File: src/rtl/hazard_fwd_scoreboard.sv
// Forwarding-source select and load-use stall for the RV32I pipeline.
// A private shadow of EX and the FWD_DEPTH later stages tracks which registers are still in flight.
module hazard_fwd_scoreboard #(
  parameter int NUM_RD_PORTS = 2,
  parameter int REG_AW       = 5,
  parameter int FWD_DEPTH    = 2,
  parameter int LOAD_LAT     = 1,
  parameter int CNT_W        = 32,
  localparam int SEL_W       = $clog2(FWD_DEPTH + 1)
) (
  input  logic                           i_clk,
  input  logic                           i_rst,
  input  logic                           i_id_valid,
  input  logic [NUM_RD_PORTS*REG_AW-1:0] i_id_rs,
  input  logic [NUM_RD_PORTS-1:0]        i_id_rs_used,
  input  logic [REG_AW-1:0]              i_id_rd,
  input  logic                           i_id_reg_write,
  input  logic                           i_id_mem_read,
  input  logic                           i_flush,
  output logic                           o_stall,
  output logic [NUM_RD_PORTS*SEL_W-1:0]  o_fwd_sel,
  output logic [CNT_W-1:0]               o_stall_count
);

  logic                           r_ex_v;
  logic                           r_ex_we;
  logic                           r_ex_ld;
  logic [NUM_RD_PORTS*REG_AW-1:0] r_ex_rs;
  logic [NUM_RD_PORTS-1:0]        r_ex_rs_used;
  logic [REG_AW-1:0]              r_ex_rd;

  logic [FWD_DEPTH:1]             r_s_v;
  logic [FWD_DEPTH:1]             r_s_we;
  logic [FWD_DEPTH:1]             r_s_ld;
  logic [FWD_DEPTH:1][REG_AW-1:0] r_s_rd;

  logic [CNT_W-1:0]               r_stall_count;

  // Producer view by distance: 1 is EX, k+1 is shadow stage k.
  logic [FWD_DEPTH+1:1]             w_p_v;
  logic [FWD_DEPTH+1:1]             w_p_we;
  logic [FWD_DEPTH+1:1]             w_p_ld;
  logic [FWD_DEPTH+1:1][REG_AW-1:0] w_p_rd;

  logic                          w_stall;
  logic [NUM_RD_PORTS*SEL_W-1:0] w_fwd_sel;
  logic [REG_AW-1:0]             w_id_rs_p;
  logic                          w_id_hit;
  logic [REG_AW-1:0]             w_ex_rs_p;
  logic                          w_ex_hit;

  always_comb begin
    w_p_v[1]  = r_ex_v;
    w_p_we[1] = r_ex_we;
    w_p_ld[1] = r_ex_ld;
    w_p_rd[1] = r_ex_rd;
    for (int k = 1; k <= FWD_DEPTH; k++) begin
      w_p_v[k+1]  = r_s_v[k];
      w_p_we[k+1] = r_s_we[k];
      w_p_ld[k+1] = r_s_ld[k];
      w_p_rd[k+1] = r_s_rd[k];
    end
  end

  // Only the youngest matching producer decides; an older load behind a younger ALU write is harmless.
  always_comb begin
    w_stall   = 1'b0;
    w_id_rs_p = '0;
    w_id_hit  = 1'b0;
    for (int p = 0; p < NUM_RD_PORTS; p++) begin
      w_id_rs_p = i_id_rs[p*REG_AW +: REG_AW];
      w_id_hit  = 1'b0;
      for (int d = 1; d <= FWD_DEPTH + 1; d++) begin
        if (!w_id_hit && w_p_v[d] && w_p_we[d] && (w_p_rd[d] == w_id_rs_p) && (w_id_rs_p != '0)) begin
          w_id_hit = 1'b1;
          if (w_p_ld[d] && (d <= LOAD_LAT) && i_id_valid && i_id_rs_used[p])
            w_stall = 1'b1;
        end
      end
    end
    if (i_flush || i_rst)
      w_stall = 1'b0;
  end

  always_comb begin
    w_fwd_sel = '0;
    w_ex_rs_p = '0;
    w_ex_hit  = 1'b0;
    for (int p = 0; p < NUM_RD_PORTS; p++) begin
      w_ex_rs_p = r_ex_rs[p*REG_AW +: REG_AW];
      w_ex_hit  = 1'b0;
      for (int k = 1; k <= FWD_DEPTH; k++) begin
        if (!w_ex_hit && r_ex_v && r_ex_rs_used[p] && r_s_v[k] && r_s_we[k] &&
            (r_s_rd[k] == w_ex_rs_p) && (w_ex_rs_p != '0)) begin
          w_ex_hit = 1'b1;
          w_fwd_sel[p*SEL_W +: SEL_W] = SEL_W'(k);
        end
      end
    end
    if (i_rst)
      w_fwd_sel = '0;
  end

  always_ff @(posedge i_clk) begin
    if (i_rst) begin
      r_ex_v        <= 1'b0;
      r_s_v         <= '0;
      r_stall_count <= '0;
    end else begin
      r_s_v[1]  <= r_ex_v;
      r_s_we[1] <= r_ex_we;
      r_s_ld[1] <= r_ex_ld;
      r_s_rd[1] <= r_ex_rd;
      for (int k = 2; k <= FWD_DEPTH; k++) begin
        r_s_v[k]  <= r_s_v[k-1];
        r_s_we[k] <= r_s_we[k-1];
        r_s_ld[k] <= r_s_ld[k-1];
        r_s_rd[k] <= r_s_rd[k-1];
      end
      // Payload always loads; a bubble is marked only by a cleared valid.
      r_ex_v       <= i_id_valid && !i_flush && !w_stall;
      r_ex_we      <= i_id_reg_write;
      r_ex_ld      <= i_id_mem_read;
      r_ex_rs      <= i_id_rs;
      r_ex_rs_used <= i_id_rs_used;
      r_ex_rd      <= i_id_rd;
      if (w_stall && !(&r_stall_count))
        r_stall_count <= r_stall_count + CNT_W'(1);
    end
  end

  assign o_stall       = w_stall;
  assign o_fwd_sel     = w_fwd_sel;
  assign o_stall_count = r_stall_count;

endmodule

File: config.mk
export PLATFORM = sky130hd
export DESIGN_NAME = hazard_fwd_scoreboard
export DESIGN_NICKNAME = d
export VERILOG_FILES = /design/src/rtl/hazard_fwd_scoreboard.sv
export SDC_FILE = /design/constraint.sdc
export NUM_CORES = 1
export LEC_CHECK = 0
export ABC_AREA = 1
export CAP_MARGIN = 30
export CORE_UTILIZATION = 45
export CTS_BUF_LIST = sky130_fd_sc_hd__clkbuf_16
export CTS_CLUSTER_DIAMETER = 60
export CTS_CLUSTER_SIZE = 30
export DETAILED_ROUTE_END_ITERATION = 6
export GPL_TIMING_DRIVEN = 0
export PLACE_DENSITY = 0.69
export SLEW_MARGIN = 10
export SYNTH_ARGS = -nofsm -noshare
export SYNTH_HDL_FRONTEND = slang
export SYNTH_SLANG_ARGS = --single-unit
File: constraint.sdc
create_clock -name i_clk -period 5.2 [get_ports i_clk]
set_input_delay 1.3 -clock i_clk [delete_from_list [all_inputs] [get_ports i_clk]]
set_output_delay 1.3 -clock i_clk [all_outputs]
set_load 0.005 [all_outputs]
==> results of run 1 <==
[state kept, by name (all words and copies together) (netlist names)]
register,flops
o_stall_count,32
r_ex_rs,10
r_ex_ld,1
r_s_we,2
r_ex_rd,5
r_ex_rs_used,2
r_ex_v,1
r_s_rd,10
r_ex_we,1
r_s_v,2
[power by group]
part           total (mW)  internal, mW  switching [mW]
clock               0.583         0.364           0.219
sequential          0.585         0.567          0.0179
combinational      0.0794        0.0357          0.0436
total                1.25         0.967           0.280
[layout make-up]
cell class | count | share of cell area, %
plain buffers | 7 | 1.36
clock buffers | 9 | 4.99
clock inverters | 7 | 1.33
inverters | 64 | 5.33
multi-input cells | 325 | 35.2
flip-flops and latches | 66 | 36.2
well taps | 99 | 2.75
repair buffers | 58 | 12.9
[cells in the mapped netlist, drive strengths merged]
cell type  count
nand2        111
nor2          90
inv           64
dfxtp         35
edfxtp        31
nand3         31
a21oi         13
o21ai         13
xor2          12
nor3          11
nand4         10
o21bai         8
nor3b          5
xnor2          5
buf            4
nor4           4
a21boi         3
clkbuf         3
or2            2
a2111oi        1
a211oi         1
a221oi         1
and2           1
ha             1
nand3b         1
o2111ai        1
[worst max-delay path by stage]
stage	end	slack [ns]	depth (start not counted)	startpoint
after floorplan	o_fwd_sel[3]	1.72	6	i_rst
after global placement	o_stall	0.74	8	i_id_rs[5]
after detailed placement	o_stall	0.72	8	i_id_rs[5]
after CTS	o_stall	0.70	8	i_id_rs[5]
after global routing	o_stall	0.58	8	i_id_rs[5]
final	o_stall	0.65	8	i_id_rs[5]
[through the flow]
step                      cell area, um2  util (%)
after floorplan                     3520         -
after global placement              4220      57.0
after CTS                           4510      60.9
after detailed placement            4220      57.0
after global routing                4510      60.9
final                               4510      60.9
[layer usage]
layer  track usage [%]  share of wire (%)
met5                 0                  0
met4              8.74                1.6
met3              4.88                4.8
met2              33.8                 45
met1              29.8                 49
[cells by family (layout without fill, tap and decap cells)]
| group | count (synthesis) | after routing | share of synthesized area [%] |
|---|---|---|---|
| DFF | 66 | 66 | 46.4 |
| AOI/OAI and AO/OA | 41 | 41 | 7.00 |
| adders and majority gates | 1 | 1 | 0.355 |
| buffers and inverters | 71 | 145 | 8.57 |
| and+or+nand+nor | 266 | 266 | 33.5 |
| xor gates and xnor gates | 17 | 17 | 4.23 |
[worst max-delay path, cell delays in order]
cell and delay (ns):
clkdlybuf4s50_1 0.56, inv_1 0.09, a21boi_0 0.17, nand2_1 0.07
nor2_1 0.10, nand3_1 0.10, a21boi_0 0.30, clkdlybuf4s50_1 0.56
==> impl_metrics.json, run 1 <==
{
  "power.static_leakage_nw": 1.70,
  "critPathKind": "input pin to primary output",
  "grt_max_degree": 41,
  "hold_buffers": 0,
  "cp_max_fo": 4,
  "cts_buffers": 9,
  "rrSetupSlack_ns": 3.08,
  "stdcell_count": 635,
  "cts-root-buf": "clkbuf_16",
  "synth_fp_nets": 486,
  "vias": 3196,
  "synth_area_leaders": "edfxtp_1 (26%), dfxtp_1 (20%), nand2_1 (12%)",
  "cts_setup_buffers": 0,
  "drive_gt1_share_pct": 6.16,
  "drc": 0,
  "slew_headroom_pct": 58.3,
  "fmax_mhz": 220,
  "cts.path.max_buffers": 2,
  "row_count": 31,
  "synth_top_area_share_pct": 26.4,
  "clock_skew_ns": 0.00596,
  "cts.clk_slew.worst_paths_ns": 0.05,
  "finalPower_mw": 1.25,
  "drv_cap": 0,
  "dr.pass1.iters": 5,
  "setup_ws_ns": 0.648,
  "mostFrequentLayoutCells": "nand2_1 (110), nor2_1 (83), inv_1 (64)",
  "setup_viol": 0,
  "grt_pass1_wl_um": 14000,
  "tns_ns": 0,
  "hold_path_end": "r_s_v[2]$_SDFF_PP0_",
  "min_path_cells": 2,
  "h-tree-depth": 3,
  "wl_per_cell_um": 13.3,
  "worstSkewPairLatency_ns": 0.33,
  "min_period_over_period_pct": 87.5,
  "tightest_slew_ns": 0.626,
  "synth_cells": 462,
  "fillers": 652,
  "final_common_cell": "nand2_1",
  "regArea_um2": 1630,
  "gp_congestion": 0.870,
  "port_buffers": 58,
  "ys_ff_latch": 66,
  "final.min_clock_period_ns": 4.55,
  "r2r_end": "o_stall_count[30]$_SDFFE_PP0P_",
  "die_h_um": 90.4,
  "cp_data_arrival_time_ns": 3.25,
  "ys_warn_count": 0,
  "gr-total-overflow": 0,
  "cts_tree": "built",
  "outcome": "finished, final reports clean",
  "dieArea_um2": 8180,
  "worstSetupStartpointType": "input pin",
  "min-delay-start": "r_s_v[1]$_SDFF_PP0_",
  "coreArea_um2": 7410,
  "synth_top_area_cell": "edfxtp_1",
  "syn-cell-area_um2": 3520,
  "area_growth_syn_to_layout_pct": 28.1,
  "start_util_pct": 47.5,
  "ys_seq_area_share_pct": 46.4,
  "avgSynthCellArea_um2": 7.62,
  "cts_resized": 0,
  "yosys.cell_types.count": 34,
  "r2r_cells": 10,
  "required_ns": 3.90,
  "chipWidth_um": 90.4,
  "rsz0062_at_grt": "false",
  "vdd_ir_drop_max_mv": 0.178,
  "cts.sinks": 66,
  "postRouteAntennaNets": 0,
  "pin_count": 60,
  "dpl_worst_slack_ns": 0.719,
  "drt_iter0_markers": 245,
  "grt_pass1_vias": 2945,
  "final_nets": 555,
  "slew_violations": 0,
  "multi_input_area_um2": 1590,
  "dp.final_hpwl_um": 6190,
  "hold_violations": 0,
  "antenna_found_initial": 0,
  "diodes": 0,
  "place_inst": 619,
  "viasPerCell": 5.03,
  "r2r_start": "o_stall_count[1]$_SDFFE_PP0P_",
  "totalWireLength_um": 8430,
  "grt_util_all_layers_pct": 21.9,
  "powerDensity_nw_per_um2": 277,
  "hold_path_class": "flop to flop",
  "timing.hold.ws_ns": 0.440,
  "crit_path_end_kind": "primary output"
}
No activity file was read; power rests on OpenSTA's default activity.
==> run 2: changes to the inputs <==
--- a/config.mk
+++ b/config.mk
@@ -13,7 +13,7 @@
 export CTS_CLUSTER_SIZE = 30
 export DETAILED_ROUTE_END_ITERATION = 6
 export GPL_TIMING_DRIVEN = 0
-export PLACE_DENSITY = 0.69
+export PLACE_DENSITY = 0.72
 export SLEW_MARGIN = 10
 export SYNTH_ARGS = -nofsm -noshare
 export SYNTH_HDL_FRONTEND = slang
==> constraint.sdc (replaced) <==
create_clock -name i_clk -period 4 [get_ports i_clk]
set_input_delay 1 -clock i_clk [delete_from_list [all_inputs] [get_ports i_clk]]
set_output_delay 1 -clock i_clk [all_outputs]
set_load 0.005 [all_outputs]
==> impl_metrics.json, run 2 (same netlist as run 1, synthesis figures left out) <==
{
  "rsz0062_at_grt": "false",
  "cts_tree": "built",
  "final_nets": 555,
  "grt_pass1_vias": 3099,
  "worstSkewPairLatency_ns": 0.33,
  "drc": 0,
  "r2r_start": "o_stall_count[1]$_SDFFE_PP0P_",
  "drv_cap": 0,
  "postRouteAntennaNets": 0,
  "stdcell_count": 635,
  "coreArea_um2": 7410,
  "diodes": 0,
  "tightest_slew_ns": 0.557,
  "antenna_found_initial": 0,
  "port_buffers": 58,
  "fillers": 651,
  "die_h_um": 90.4,
  "totalWireLength_um": 8390,
  "place_inst": 619,
  "crit_path_end_kind": "primary output",
  "drive_gt1_share_pct": 6.16,
  "slew_violations": 0,
  "drt_iter0_markers": 164,
  "pin_count": 60,
  "dp.final_hpwl_um": 6260,
  "cts.clk_slew.worst_paths_ns": 0.05,
  "gp_congestion": 0.888,
  "chipWidth_um": 90.4,
  "r2r_end": "o_stall_count[26]$_SDFFE_PP0P_",
  "critical_path.most_common_cell": "clkdlybuf4s50_1",
  "dr.pass1.iters": 4,
  "hold_violations": 0,
  "cts.path.max_buffers": 2,
  "cts-root-buf": "clkbuf_16",
  "cp_max_fo": 4,
  "power.static_leakage_nw": 1.72,
  "setup_viol": 0,
  "largest_reg_flops": 32,
  "fmax_mhz": 266,
  "hold_path_end": "r_s_v[2]$_SDFF_PP0_",
  "h-tree-depth": 3,
  "min-delay-start": "r_s_v[1]$_SDFF_PP0_",
  "min_path_cells": 2,
  "wl_per_cell_um": 13.2,
  "mostFrequentLayoutCells": "nand2_1 (110), nor2_1 (83), inv_1 (65)",
  "cts_buffers": 9,
  "start_util_pct": 47.5,
  "path_cells": "clkdlybuf4s50_1, inv_1, a21boi_0, nand2_1, nor2_1, nand3_1, a21boi_1, clkdlybuf4s50_1",
  "min_period_over_period_pct": 94.1,
  "outcome": "finished, final reports clean",
  "grt_pass1_wl_um": 14200,
  "worstSetupStartpointType": "input pin",
  "required_ns": 3.00,
  "rrSetupSlack_ns": 1.93,
  "grt_max_degree": 41,
  "viasPerCell": 5.00,
  "final_common_cell": "nand2_1",
  "hold_buffers": 0,
  "tns_ns": 0,
  "vdd_ir_drop_max_mv": 0.247,
  "area_growth_syn_to_layout_pct": 28.8,
  "critPathKind": "input pin to primary output",
  "row_count": 31,
  "vias": 3177,
  "cp_data_arrival_time_ns": 2.76,
  "gr-total-overflow": 0,
  "cts.sinks": 66,
  "slew_headroom_pct": 62.9,
  "clock_skew_ns": 0.00437,
  "grt_util_all_layers_pct": 21.9,
  "dieArea_um2": 8180,
  "powerDensity_nw_per_um2": 372,
  "critPathMaxStageDelay_ns": 0.55,
  "final.min_clock_period_ns": 3.76,
  "r2r_cells": 10,
  "hold_path_class": "flop to flop",
  "cpMaxStageDelayCell": "clkdlybuf4s50_1",
  "final_util_pct": 61.2
}
## run 2: worst max path at each step
stage                     startpoint      endpoint  slack (ns)  depth (start not counted)
final                     i_id_rs[5]       o_stall        0.24                          8
after global routing      i_id_rs[5]       o_stall        0.04                          8
after CTS                 i_id_rs[5]       o_stall        0.16                          8
after detailed placement  i_id_rs[5]       o_stall        0.19                          8
after global placement    i_id_rs[5]       o_stall        0.16                          8
after floorplan                i_rst  o_fwd_sel[3]        1.12                          6
## run 2: through the flow
stage | power (mW) | hold slack, ns | setup WS (ns) | area (um2)
after floorplan | 0.828 | 0.403 | 1.12 | 3520
after global placement | 0.873 | 0.414 | 0.163 | 4220
after detailed placement | 0.877 | 0.416 | 0.187 | 4220
after CTS | 1.69 | 0.424 | 0.158 | 4530
after global routing | 1.74 | 0.470 | 0.0435 | 4530
final | 1.69 | 0.424 | 0.236 | 4530
## run 2: per-layer routing
layer  routed length [um]  track usage (%)  vias up
li1                     -                -     1627
met4                  224             12.2        0
met3                  376             3.70       18
met1                 3870             28.3     1459
met2                 3920             34.6       73
met5                    0                0        -
## run 2: cell type report
type / count / area, um2 / share of cell area (%)
multi-input combinational: 325 / 1590 / 35.0
tap: 99 / 124 / 2.73
timing repair buffer: 58 / 581 / 12.8
sequential: 66 / 1630 / 36.0
buffer: 7 / 61.3 / 1.35
clock inverter: 7 / 85.1 / 1.88
inverter: 64 / 240 / 5.30
clock buffer: 9 / 225 / 4.97
## run 2: where the power goes
group	switching, mW	internal [mW]	total [mW]
clock	0.286	0.538	0.824
sequential	0.0240	0.737	0.761
combinational	0.0569	0.0465	0.103
## run 2: worst max-delay path: cells and delay by family
kind                   cells  cell delay [ns]
AND/OR/NAND/NOR            3             0.24
AO/OA/AOI/OAI              2             0.36
buffers and inverters      3             1.17
## run 2: repair_timing
action,CTS,global route
setup endpoints to repair,0,1
resized for setup,0,1
buffers inserted,0,0
